## config.mk

```make
export PLATFORM = sky130hd
export DESIGN_NAME = sram_slot_scheduler
export DESIGN_NICKNAME = d
export VERILOG_FILES = /design/src/rtl/sram_slot_scheduler.sv
export SDC_FILE = /design/constraint.sdc
export NUM_CORES = 1
export LEC_CHECK = 0
export CAP_MARGIN = 20
export CORE_MARGIN = 2
export CORE_UTILIZATION = 39
export CTS_CLUSTER_DIAMETER = 200
export CTS_CLUSTER_SIZE = 10
export DETAILED_ROUTE_END_ITERATION = 8
export PLACE_DENSITY = 0.82
export RECOVER_POWER = 100
export SYNTH_ARGS = -nofsm -noshare
export SYNTH_HDL_FRONTEND = slang
export SYNTH_SLANG_ARGS = --single-unit
```

## constraint.sdc

```tcl
create_clock -name clk100 -period 2.3 [get_ports clk100]
set_input_delay 0.46 -clock clk100 [delete_from_list [all_inputs] [get_ports clk100]]
set_output_delay 0.46 -clock clk100 [all_outputs]
set_load 0.05 [all_outputs]
```

## src/rtl/sram_slot_scheduler.sv

```systemverilog
// Time-slotted VRAM SRAM scheduler: one GPU slot per 4-cycle period in active video, CPU write/read elsewhere.
// Define SRAM_SCHED_STATS_EN to add op counters and the worst-case CPU read wait.
module sram_slot_scheduler #(
   parameter int ADDR_W    = 17,
   parameter int GPU_PHASE = 0
) (
   input  logic              clk100,
   input  logic              reset,
   input  logic              phase_sync,
   input  logic              blank,
   input  logic [ADDR_W-1:0] gpu_addr,
   output logic [7:0]        gpu_data,
   input  logic              wr_fifo_empty,
   output logic              wr_fifo_rd_en,
   input  logic [ADDR_W-1:0] wr_addr,
   input  logic [7:0]        wr_data,
   input  logic              rd_req,
   input  logic [ADDR_W-1:0] rd_addr,
   output logic              rd_ack,
   output logic [7:0]        rd_data,
   output logic [18:0]       sram_addr,
   output logic [7:0]        sram_dq_out,
   output logic              sram_dq_oe,
   input  logic [7:0]        sram_dq_in,
   output logic              sram_we_n,
   output logic              sram_oe_n,
   output logic              sram_cs_n
`ifdef SRAM_SCHED_STATS_EN
   ,
   output logic [15:0]       stat_wr_cnt,
   output logic [15:0]       stat_rd_cnt,
   output logic [7:0]        stat_rd_wait_max
`endif
);

   typedef enum logic [1:0] {
      OP_IDLE,
      OP_GPU,
      OP_WRITE,
      OP_READ
   } op_t;

   localparam logic [1:0] GPU_SLOT = 2'(GPU_PHASE);

   op_t               op_p0;
   op_t               op_p1;
   logic [1:0]        phase;
   logic [1:0]        phase_next;
   logic              wr_valid;
   logic              fetch_pend;
   logic              last_grant_wr;
   logic              rd_pending;
   logic [ADDR_W-1:0] hold_addr;
   logic [7:0]        hold_data;

   assign sram_cs_n = 1'b0;

   always_comb begin
      phase_next = phase_sync ? 2'd0 : phase + 2'd1;
   end

   // A read already on the bus or being acked must not be issued a second time.
   always_comb begin
      rd_pending = rd_req && !rd_ack && (op_p1 != OP_READ);
   end

   always_comb begin
      wr_fifo_rd_en = !reset && !wr_valid && !fetch_pend && !wr_fifo_empty;
   end

   // Slot decision for the next bus cycle
   always_comb begin
      op_p0 = OP_GPU;
      if (blank || (phase_next != GPU_SLOT)) begin
         if (wr_valid && rd_pending) begin
            op_p0 = last_grant_wr ? OP_READ : OP_WRITE;
         end else if (wr_valid) begin
            op_p0 = OP_WRITE;
         end else if (rd_pending) begin
            op_p0 = OP_READ;
         end else begin
            op_p0 = OP_GPU;
         end
      end
   end

   always_ff @(posedge clk100) begin
      if (reset) begin
         op_p1 <= OP_IDLE;
      end else begin
         op_p1 <= op_p0;
      end
   end

   always_ff @(posedge clk100) begin
      if (reset) begin
         phase         <= 2'd0;
         wr_valid      <= 1'b0;
         fetch_pend    <= 1'b0;
         last_grant_wr <= 1'b0;
      end else begin
         phase <= phase_next;
         if (fetch_pend) begin
            wr_valid   <= 1'b1;
            fetch_pend <= 1'b0;
         end else if (op_p0 == OP_WRITE) begin
            wr_valid <= 1'b0;
         end
         if (wr_fifo_rd_en) begin
            fetch_pend <= 1'b1;
         end
         if (op_p0 == OP_WRITE) begin
            last_grant_wr <= 1'b1;
         end else if (op_p0 == OP_READ) begin
            last_grant_wr <= 1'b0;
         end
      end
   end

   // FIFO output is valid the cycle after the pop
   always_ff @(posedge clk100) begin
      if (fetch_pend) begin
         hold_addr <= wr_addr;
         hold_data <= wr_data;
      end
   end

   // Bus stage: pins registered from the slot decision
   always_ff @(posedge clk100) begin
      if (reset) begin
         sram_addr   <= 19'd0;
         sram_dq_out <= 8'd0;
         sram_dq_oe  <= 1'b0;
         sram_we_n   <= 1'b1;
         sram_oe_n   <= 1'b1;
      end else begin
         case (op_p0)
            OP_WRITE: begin
               sram_addr   <= 19'(hold_addr);
               sram_dq_out <= hold_data;
               sram_dq_oe  <= 1'b1;
               sram_we_n   <= 1'b0;
               sram_oe_n   <= 1'b1;
            end
            OP_READ: begin
               sram_addr  <= 19'(rd_addr);
               sram_dq_oe <= 1'b0;
               sram_we_n  <= 1'b1;
               sram_oe_n  <= 1'b0;
            end
            default: begin
               sram_addr  <= 19'(gpu_addr);
               sram_dq_oe <= 1'b0;
               sram_we_n  <= 1'b1;
               sram_oe_n  <= 1'b0;
            end
         endcase
      end
   end

   // Capture stage: read data lands on the edge ending the bus cycle
   always_ff @(posedge clk100) begin
      if (reset) begin
         gpu_data <= 8'd0;
         rd_data  <= 8'd0;
         rd_ack   <= 1'b0;
      end else begin
         rd_ack <= (op_p1 == OP_READ);
         if (op_p1 == OP_GPU) begin
            gpu_data <= sram_dq_in;
         end
         if (op_p1 == OP_READ) begin
            rd_data <= sram_dq_in;
         end
      end
   end

`ifdef SRAM_SCHED_STATS_EN
   logic [7:0] rd_wait;

   function automatic logic [7:0] sat_inc8(input logic [7:0] v);
      return (v == 8'hFF) ? v : v + 8'd1;
   endfunction

   always_ff @(posedge clk100) begin
      if (reset) begin
         stat_wr_cnt      <= 16'd0;
         stat_rd_cnt      <= 16'd0;
         stat_rd_wait_max <= 8'd0;
         rd_wait          <= 8'd0;
      end else begin
         if (op_p1 == OP_WRITE) begin
            stat_wr_cnt <= stat_wr_cnt + 16'd1;
         end
         if (rd_ack) begin
            stat_rd_cnt <= stat_rd_cnt + 16'd1;
            if (rd_wait > stat_rd_wait_max) begin
               stat_rd_wait_max <= rd_wait;
            end
            rd_wait <= 8'd0;
         end else if (rd_req) begin
            rd_wait <= sat_inc8(rd_wait);
         end else begin
            rd_wait <= 8'd0;
         end
      end
   end
`endif

endmodule

```

==> impl_metrics.yaml, run 1 <==
run_status:
  status: "finished with violations"
  violations: "max-capacitance violations, max-slew violations"
critical_path:
  endpoint_kind: "output pin"
  startpoint_type: "input pin"
  cp_max_fo: 4
  path_cells: "clkdlybuf4s50_1, nor4_1, buf_12"
  critPathTopFamily: "buffers and inverters"
  slowest_delay_ps: 490
  cp.arrival_ps: 1630
  critPathRequiredTime_ps: 1840
  cp_slowest_cell: "nor4_1"
  critPathBufInv: 2
  critPathKind: "in2out"
route:
  route.met3.wl_um: 477
  drtIter0Drc: 102
  antenna_left: 0
  drc: 0
  vias: 2314
  top_layer_used: "met4"
  avgViaCountPerCell: 4.934
  routed-wl-met2_mm: 3.433
  dr.pass1.iters: 5
  met1_length_mm: 2.872
  post_drt_wl_per_cell_um: 14.77
  wirelength_mm: 6.928
sta:
  slew_headroom: -0.01069
  hold_violations: 0
  period_share: 0.9078
  finalWorstPathRequiredPeriod_ps: 2088
  setup_tns_ps: 0
  fmax_mhz: 478.9
  worst_pin_slew_ps: 1516
  skew_ps: 8.707
  report.final.slew_viol_count: 28
  finalSetupViolations: 0
  rsz0062_at_grt: "no"
cells_and_area:
  final_core_util: 0.6193
  final_nets: 441
  num_antenna_cells: 0
  final_layout_size_suffix_gt1_frac: 0.07239
  layout.cells.non_filler: 469
  syn_to_final_growth_pct: 51.31
synthesis:
  avgSynthCellArea_um2: 11.34
  yosys-top-cells-area: "dfxtp_1 (37%), edfxtp_1 (27%), a221o_1 (5.7%), nand2_1 (4.4%), nor3_1 (3.4%)"
  ys_ff_latch: 77
  synth_top_area_cell: "dfxtp_1"
  ys.flop_type: "dfxtp_1"
  synth_edf_count: 25
  syn-cell-area_um2: 2811
  yosys-top-cells-count: "dfxtp_1 (52), nand2_1 (33), edfxtp_1 (25)"
  syn-instance-count: 248
  netlist.area_leader.share: 0.3703
  synth.distinct_cells: 35
  ys_warn_count: 0
  async_flop_share: 0
  synth_most_common_cell: "dfxtp_1"
  seq_area_frac_synth: 0.6373
power:
  power.leakage_nw: 1.697
  peakVddDrop_mv: 0.3613
  power.density_nw_per_um2: 731.1
die:
  initial_utilization: 0.4093
  die_w_um: 88.91
  die_area_um2: 7904
  rows: 30
  core_area_um2: 6869
  ioPinCount: 122
  die-height_um: 88.91
min_path:
  hold_path.class: "reg2reg"
cts:
  ctsResizeCount: 0
  clockRootBuffer: "clkbuf_8"
  ctsHoldBuffers: 0
  cts.sinks: 77
  cts_tree: "built"
  post_cts.repair.setup_buffers: 0
  clock_latency_ps: 340
  cts_htree_levels: 3
  clk_pin_slew_ps: 80
  cts_buffers: 9
  clockBufferDepth: 2
global_route:
  antenna_found_initial: 0
  grtUsageTotal: 0.1815
  grt_pass1_vias: 2306
  grt_pass1_wl_mm: 10.63
  grt_overflow_total: 0
  grt_max_degree: 31
place:
  io_buffers: 118
  routabilityCongestion: 0.7413
  dp_hpwl_mm: 4.948
  dp.cells: 453
flow_run:
  cap_violations: 1
## layout make-up
cell class / count / area [um^2]
Clock buffer: 12 / 166.4
Clock inverter: 4 / 26.28
Fill cell: 566 / 2615
Inverter: 3 / 11.26
Multi-Input combinational cell: 151 / 882.1
Sequential cell: 77 / 1792
Tap cell: 96 / 120.1
Timing Repair Buffer: 126 / 1256
## cell families after synthesis
logic type | share of synthesized area
AOI/OAI and AO/OA | 0.1402
muxes | 0.03204
buffers and inverters | 0.04139
DFF | 0.6373
xor gates and xnor gates | 0.003116
and+or+nand+nor | 0.1446
other | 0.001334
## sequential cells by signal, summed over array words and instances, names as in the netlist
register	count
sram_we_n	1
op_p1	2
rd_ack	1
phase	2
gpu_data	8
rd_data	8
last_grant_wr	1
fetch_pend	1
hold_data	8
hold_addr	17
wr_valid	1
sram_oe_n	1
sram_dq_oe	1
sram_dq_out	8
sram_addr	17
## final timing paths
path / start / endpoint / slack, ps / cells past startpoint
max: reset / wr_fifo_rd_en / 210 / 3
min: rd_data[2] / rd_data[2] / 460 / 2
max reg2reg: fetch_pend / hold_addr[2] / 460 / 1
min reg2reg: rd_data[2] / rd_data[2] / 460 / 2
## power by group
group	leakage, nW	switching [mW]	internal (mW)	total [mW]
registers	0.659	0.0303	1.49	1.52
clock network	0.103	0.480	0.491	0.971
logic	0.935	0.372	0.247	0.619
## metal layers
metal	vias to the layer above	track usage
li1	1124	-
met1	1088	0.2122
met2	91	0.3080
met3	11	0.04063
met4	0	0.1019
met5	-	0
## cells in the final DEF (no fill, tap or decap), drive strengths merged
master,count
mux2i,9
a211oi,1
clkinv,1
nand2,34
o21bai,3
dlygate4sd3,71
a21oi,20
nor2b,1
conb,3
buf,7
nor3,20
o21a,1
nor4,2
edfxtp,25
a2111oi,1
clkbuf,14
a221o,16
a21o,1
nor2,13
or2,2
and2,1
xnor2,1
nand3,9
dfxtp,52
clkdlybuf4s50,46
and3,1
o21ai,10
nand2b,2
inv,6
## per-stage QoR
| stage | cell area, um^2 | power [mW] | hold WS [ps] | worst slack, ps |
|---|---|---|---|---|
| floorplan | 2825 | 1.928 | 448.9 | 193.8 |
| global placement | 4104 | 2.199 | 444.9 | 291.5 |
| detailed placement | 4104 | 2.211 | 450.4 | 240.2 |
| CTS | 4297 | 3.174 | 461.9 | 277.5 |
| global route | 4254 | 3.237 | 490.4 | 178.0 |
| finish | 4254 | 3.110 | 458.6 | 212.0 |
(Power assumes the default switching activity.)
==> inputs of run 2 (changes only) <==
--- a/config.mk
+++ b/config.mk
@@ -5,7 +5,6 @@
 export SDC_FILE = /design/constraint.sdc
 export NUM_CORES = 1
 export LEC_CHECK = 0
-export CAP_MARGIN = 20
 export CORE_MARGIN = 2
 export CORE_UTILIZATION = 39
 export CTS_CLUSTER_DIAMETER = 200
==> results of run 2 <==
The final DEF is identical to that of run 1; final timing and power are the same.
==> inputs of run 3 (changes only) <==
--- a/config.mk
+++ b/config.mk
@@ -12,6 +12,8 @@
 export DETAILED_ROUTE_END_ITERATION = 8
 export PLACE_DENSITY = 0.82
 export RECOVER_POWER = 100
+export SETUP_SLACK_MARGIN = 0.15
+export SKIP_LAST_GASP = 1
 export SYNTH_ARGS = -nofsm -noshare
 export SYNTH_HDL_FRONTEND = slang
 export SYNTH_SLANG_ARGS = --single-unit
==> results of run 3 <==
The final DEF is identical to that of run 1; final timing and power are the same.
